===== config.mk =====
export PLATFORM = sky130hd
export DESIGN_NAME = pc_sequencer
export DESIGN_NICKNAME = d
export VERILOG_FILES = /design/src/rtl/pc_sequencer.sv
export SDC_FILE = /design/constraint.sdc
export NUM_CORES = 1
export LEC_CHECK = 0
export CAP_MARGIN = 10
export CORE_ASPECT_RATIO = 0.6
export CORE_UTILIZATION = 56
export DETAILED_ROUTE_END_ITERATION = 12
export PLACE_DENSITY = 0.94
export RECOVER_POWER = 100
export SYNTH_ARGS = -nofsm -noshare
export SYNTH_HDL_FRONTEND = slang
export SYNTH_SLANG_ARGS = --single-unit

===== constraint.sdc =====
create_clock -name clk -period 8.26 [get_ports clk]
set_input_delay 1.239 -clock clk [delete_from_list [all_inputs] [get_ports clk]]
set_output_delay 1.239 -clock clk [all_outputs]
set_load 0.05 [all_outputs]

===== src/rtl/pc_sequencer.sv =====
// Program-counter sequencer: sequential fetch, absolute jumps, jump-register,
// PC-relative branches and halt, with a one-cycle flush bubble after every redirect.
//
// state  | meaning
// RUN    | fetching; pc_valid=1, one action per unstalled cycle
// BUBBLE | squash slot after a redirect; pc holds, requests ignored
// HALT   | absorbing stop; only rst_n leaves it
module pc_sequencer #(
    parameter logic [31:0] RESET_PC = 32'h0000_0000,
    parameter int          PC_STEP  = 4
) (
    input  logic        clk,
    input  logic        rst_n,
    input  logic        stall,
    input  logic        flag,
    input  logic        branch_en,
    input  logic        jump_en,
    input  logic        jr_en,
    input  logic        link,
    input  logic        halt_req,
    input  logic [15:0] offset,
    input  logic [31:0] target,
    output logic [31:0] pc,
    output logic        pc_valid,
    output logic        flush,
    output logic [31:0] link_pc,
    output logic        halted,
    output logic [15:0] taken_count
);

    localparam logic [1:0] ST_RUN    = 2'b00;
    localparam logic [1:0] ST_BUBBLE = 2'b01;
    localparam logic [1:0] ST_HALT   = 2'b10;

    localparam logic [31:0] STEP = 32'(PC_STEP);

    logic [1:0]  state;
    logic [1:0]  state_nx;
    logic [31:0] pc_nx;
    logic [31:0] link_nx;
    logic [15:0] count_nx;
    logic        flush_nx;
    logic        valid_nx;
    logic        halted_nx;
    logic [31:0] seq_pc;
    logic [31:0] branch_pc;

    assign seq_pc    = pc + STEP;
    assign branch_pc = pc + {{16{offset[15]}}, offset};

    always_comb begin
        state_nx = state;
        pc_nx    = pc;
        link_nx  = link_pc;
        count_nx = taken_count;
        flush_nx = 1'b0;
        if (!stall) begin
            case (state)
                ST_RUN: begin
                    // pc_valid=0 while in RUN only right after reset: present RESET_PC first
                    if (!pc_valid) begin
                        pc_nx = pc;
                    end else if (halt_req) begin
                        state_nx = ST_HALT;
                    end else if (jr_en) begin
                        pc_nx    = target;
                        flush_nx = 1'b1;
                        count_nx = taken_count + 16'd1;
                        state_nx = ST_BUBBLE;
                    end else if (jump_en) begin
                        pc_nx    = target;
                        flush_nx = 1'b1;
                        count_nx = taken_count + 16'd1;
                        state_nx = ST_BUBBLE;
                        if (link) begin
                            link_nx = seq_pc;
                        end
                    end else if (branch_en && flag) begin
                        pc_nx    = branch_pc;
                        flush_nx = 1'b1;
                        count_nx = taken_count + 16'd1;
                        state_nx = ST_BUBBLE;
                    end else begin
                        pc_nx = seq_pc;
                    end
                end
                ST_BUBBLE: state_nx = ST_RUN;
                ST_HALT:   state_nx = ST_HALT;
                default:   state_nx = ST_RUN;
            endcase
        end
    end

    // Valid tracks the next state even under stall, so the first edge after
    // reset always raises pc_valid without moving pc.
    assign valid_nx  = (state_nx == ST_RUN);
    assign halted_nx = (state_nx == ST_HALT);

    always_ff @(posedge clk or negedge rst_n) begin
        if (!rst_n) begin
            state       <= ST_RUN;
            pc          <= RESET_PC;
            pc_valid    <= 1'b0;
            flush       <= 1'b0;
            link_pc     <= 32'h0000_0000;
            halted      <= 1'b0;
            taken_count <= 16'h0000;
        end else begin
            state       <= state_nx;
            pc          <= pc_nx;
            pc_valid    <= valid_nx;
            flush       <= flush_nx;
            link_pc     <= link_nx;
            halted      <= halted_nx;
            taken_count <= count_nx;
        end
    end

endmodule


==> impl_metrics.env <==
export IMPL_timing_final_crit_share_pct=61.17
export IMPL_path_buf_inv=1
export IMPL_synthTopCellsByArea="dfrtp_1 34%, a21oi_1 7.0%, ha_1 6.7%, nor2_1 4.8%, xnor2_1 4.5%"
export IMPL_dp_cells=983
export IMPL_hpwl_um=13680
export IMPL_final_layout_size_suffix_gt1_share_pct=5.000
export IMPL_yosysWarnings=0
export IMPL_final_hold_viol_count=0
export IMPL_tritoncts="yes"
export IMPL_seqCellArea_mm2=0.002127
export IMPL_synth_largest_area_cell="dfrtp_1"
export IMPL_worst_hold_slack_ns=0.4726
export IMPL_crit_end="link_pc[15]"
export IMPL_fmax_mhz=197.9
export IMPL_p_leak_nw=3.515
export IMPL_rows=29
export IMPL_worstSetupPathDepth=1
export IMPL_grt_pass1_vias=5914
export IMPL_crit_path_end_kind="asynchronous set/reset pin"
export IMPL_synth_area_mm2=0.006201
export IMPL_path_clk_slew_ns=0.07
export IMPL_grt_overflow_total=0
export IMPL_grt_pass1_wl_um=30740
export IMPL_max_cap_viol_count=3
export IMPL_fin_area_mm2=0.007896
export IMPL_criticalPathCategory="in -> async"
export IMPL_instances_no_fill=999
export IMPL_clock_sinks=85
export IMPL_slew_headroom_pct=-200.3
export IMPL_postCtsSetupRepairBufs=0
export IMPL_drtIter0Drc=665
export IMPL_synth_cells=738
export IMPL_dr_total_vias=6270
export IMPL_hold_path_class="reg -> reg"
export IMPL_critical_path_max_fanout=85
export IMPL_slowest_stage="clkbuf_1"
export IMPL_synthTopCellsByCount="87 x a21oi_1, 85 x dfrtp_1, 79 x nor2_1, 71 x nand2_1, 54 x o21ai_0"
export IMPL_cts_buffer_depth=2
export IMPL_fin_setup_tns_ns=0
export IMPL_synthArstFlopShare_pct=100.0
export IMPL_skew_ns=0.01057
export IMPL_r2r_slack_ns=4.31
export IMPL_grt_usage_pct=34.56
export IMPL_start_util_pct=58.13
export IMPL_grt_max_degree=86
export IMPL_crit_chain="clkbuf_1"
export IMPL_synth_edf_count=0
export IMPL_die_y_um=83.51
export IMPL_finalSetupViolations=0
export IMPL_worstRegToRegCells=4
export IMPL_worstPathRequired_ns=7.65
export IMPL_first_pass_iters=5
export IMPL_whs_path_depth=1
export IMPL_tightest_slew_ns=4.504
export IMPL_r2r_start="state[0]"
export IMPL_dieArea_mm2=0.01151
export IMPL_outcome="finished, violations left"
export IMPL_cpPeakStageDelay_ns=3.10
export IMPL_cp_top_family="buffers and inverters"
export IMPL_fp_dieW_um=137.9
export IMPL_synth_avg_cell_area_um2=8.402
export IMPL_r2r_end="link_pc[30]"
export IMPL_viasPerCell=6.276
export IMPL_dpl_cell_area_mm2=0.007615
export IMPL_wl_per_cell_um=19.14
export IMPL_ant_nets=0
export IMPL_rsz0062_at_grt="false"
export IMPL_drv_slew=168
export IMPL_p_per_area_mw_per_mm2=377.2
export IMPL_yosys_area_top_type_share_pct=34.30
export IMPL_fillers=808
export IMPL_syn2layout_area_growth_pct=27.34
export IMPL_start_kind="input pin"
export IMPL_final_nets=946
export IMPL_htreeDepth=3
export IMPL_synth_seq_cells=85
export IMPL_boundaryPins=140
export IMPL_n_antenna_cell=0
export IMPL_synth_seq_area_share_pct=34.30
export IMPL_core_area_mm2=0.01067
export IMPL_antenna_found_initial=0
export IMPL_drt_wl_total_um=19120
export IMPL_synth_nets=829
export IMPL_multi_input_area_mm2=0.003789
export IMPL_cts_root_buf="clkbuf_16"
export IMPL_gp_congestion=0.9830
export IMPL_cts_hold_repair_buffers=0
export IMPL_power_mw=2.978
export IMPL_ys_flop_type="dfrtp_1"
export IMPL_fin_crit_ns=5.052
export IMPL_cts_resized_gates=0
export IMPL_io_buffers=139
export IMPL_violations="capacitance limit, slew limit"
export IMPL_ys_types=70
export IMPL_critPathLaunch="rst_n"
export IMPL_cp_data_arrival_time_ns=4.43
export IMPL_drc=0
export IMPL_cts_made_buffers=9
export IMPL_clk_latency_ns=0.35
export IMPL_synth_most_common_cell="a21oi_1"
export IMPL_peakVddDrop_uv=232.8
==> worst min path at each step <==
stage               slack (ns)              end            start
floorplan                 0.48           halted         state[0]
global placement          0.46  taken_count[15]  taken_count[15]
detailed placement        0.48  taken_count[15]  taken_count[15]
CTS                       0.49  taken_count[15]  taken_count[15]
global route              0.51  taken_count[15]  taken_count[15]
finish                    0.47  taken_count[15]  taken_count[15]
==> where the power goes <==
part	internal (mW)	switching [mW]
Combinational	0.606	1.14
Sequential	0.551	0.221
Clock	0.270	0.187
Total	1.43	1.55
==> cell type report <==
class	count	share of cell area, %
inverter	17	0.8081
timing repair buffer	144	17.92
sequential	85	26.94
tap	139	2.203
multi-input combinational	598	47.98
clock buffer	9	2.852
clock inverter	7	1.299
==> registers in the layout (all words and copies together), names as in the netlist <==
name         cells
link_pc         32
halted           1
pc              32
taken_count     16
state            2
pc_valid         1
flush            1
==> stage by stage <==
| step | setup slack (ns) | util, % |
|---|---|---|
| global placement | 3.650 | 71.38 |
| detailed placement | 3.599 | 71.38 |
| finish | 3.208 | 74.02 |
| global route | 2.297 | 74.02 |
| CTS | 3.928 | 74.45 |
| floorplan | 4.561 | - |
==> cells in the final DEF (no fill, tap or decap), drive strengths merged, types with 32 or more instances in the layout <==
| cell | n |
|---|---|
| dlygate4sd3 | 88 |
| a21oi | 87 |
| dfrtp | 85 |
| nor2 | 80 |
| nand2 | 71 |
| o21ai | 59 |
| clkdlybuf4s50 | 50 |
| ha | 33 |
| xnor2 | 32 |
| xor2 | 32 |
==> logic make-up (layout without fill, tap and decap cells) <==
group	Yosys count	count (layout)	synth area share [%]
AND/OR/NAND/NOR	253	253	20.00
buffers and inverters	55	177	4.217
XOR/XNOR	64	64	9.040
multiplexers	14	14	2.442
AO/OA/AOI/OAI	233	233	23.02
adder cells (fa/ha/maj)	34	34	6.982
flip-flops	85	85	34.30
==> metal layers <==
metal / global-route usage, % / up-vias / wire [um]
li1: - / 2922 / -
met1: 52.88 / 2942 / 8711
met2: 49.45 / 380 / 7923
met3: 8.561 / 26 / 2290
met4: 5.929 / 0 / 196
met5: 0 / - / 0
No activity file was read; power rests on OpenSTA's default activity.
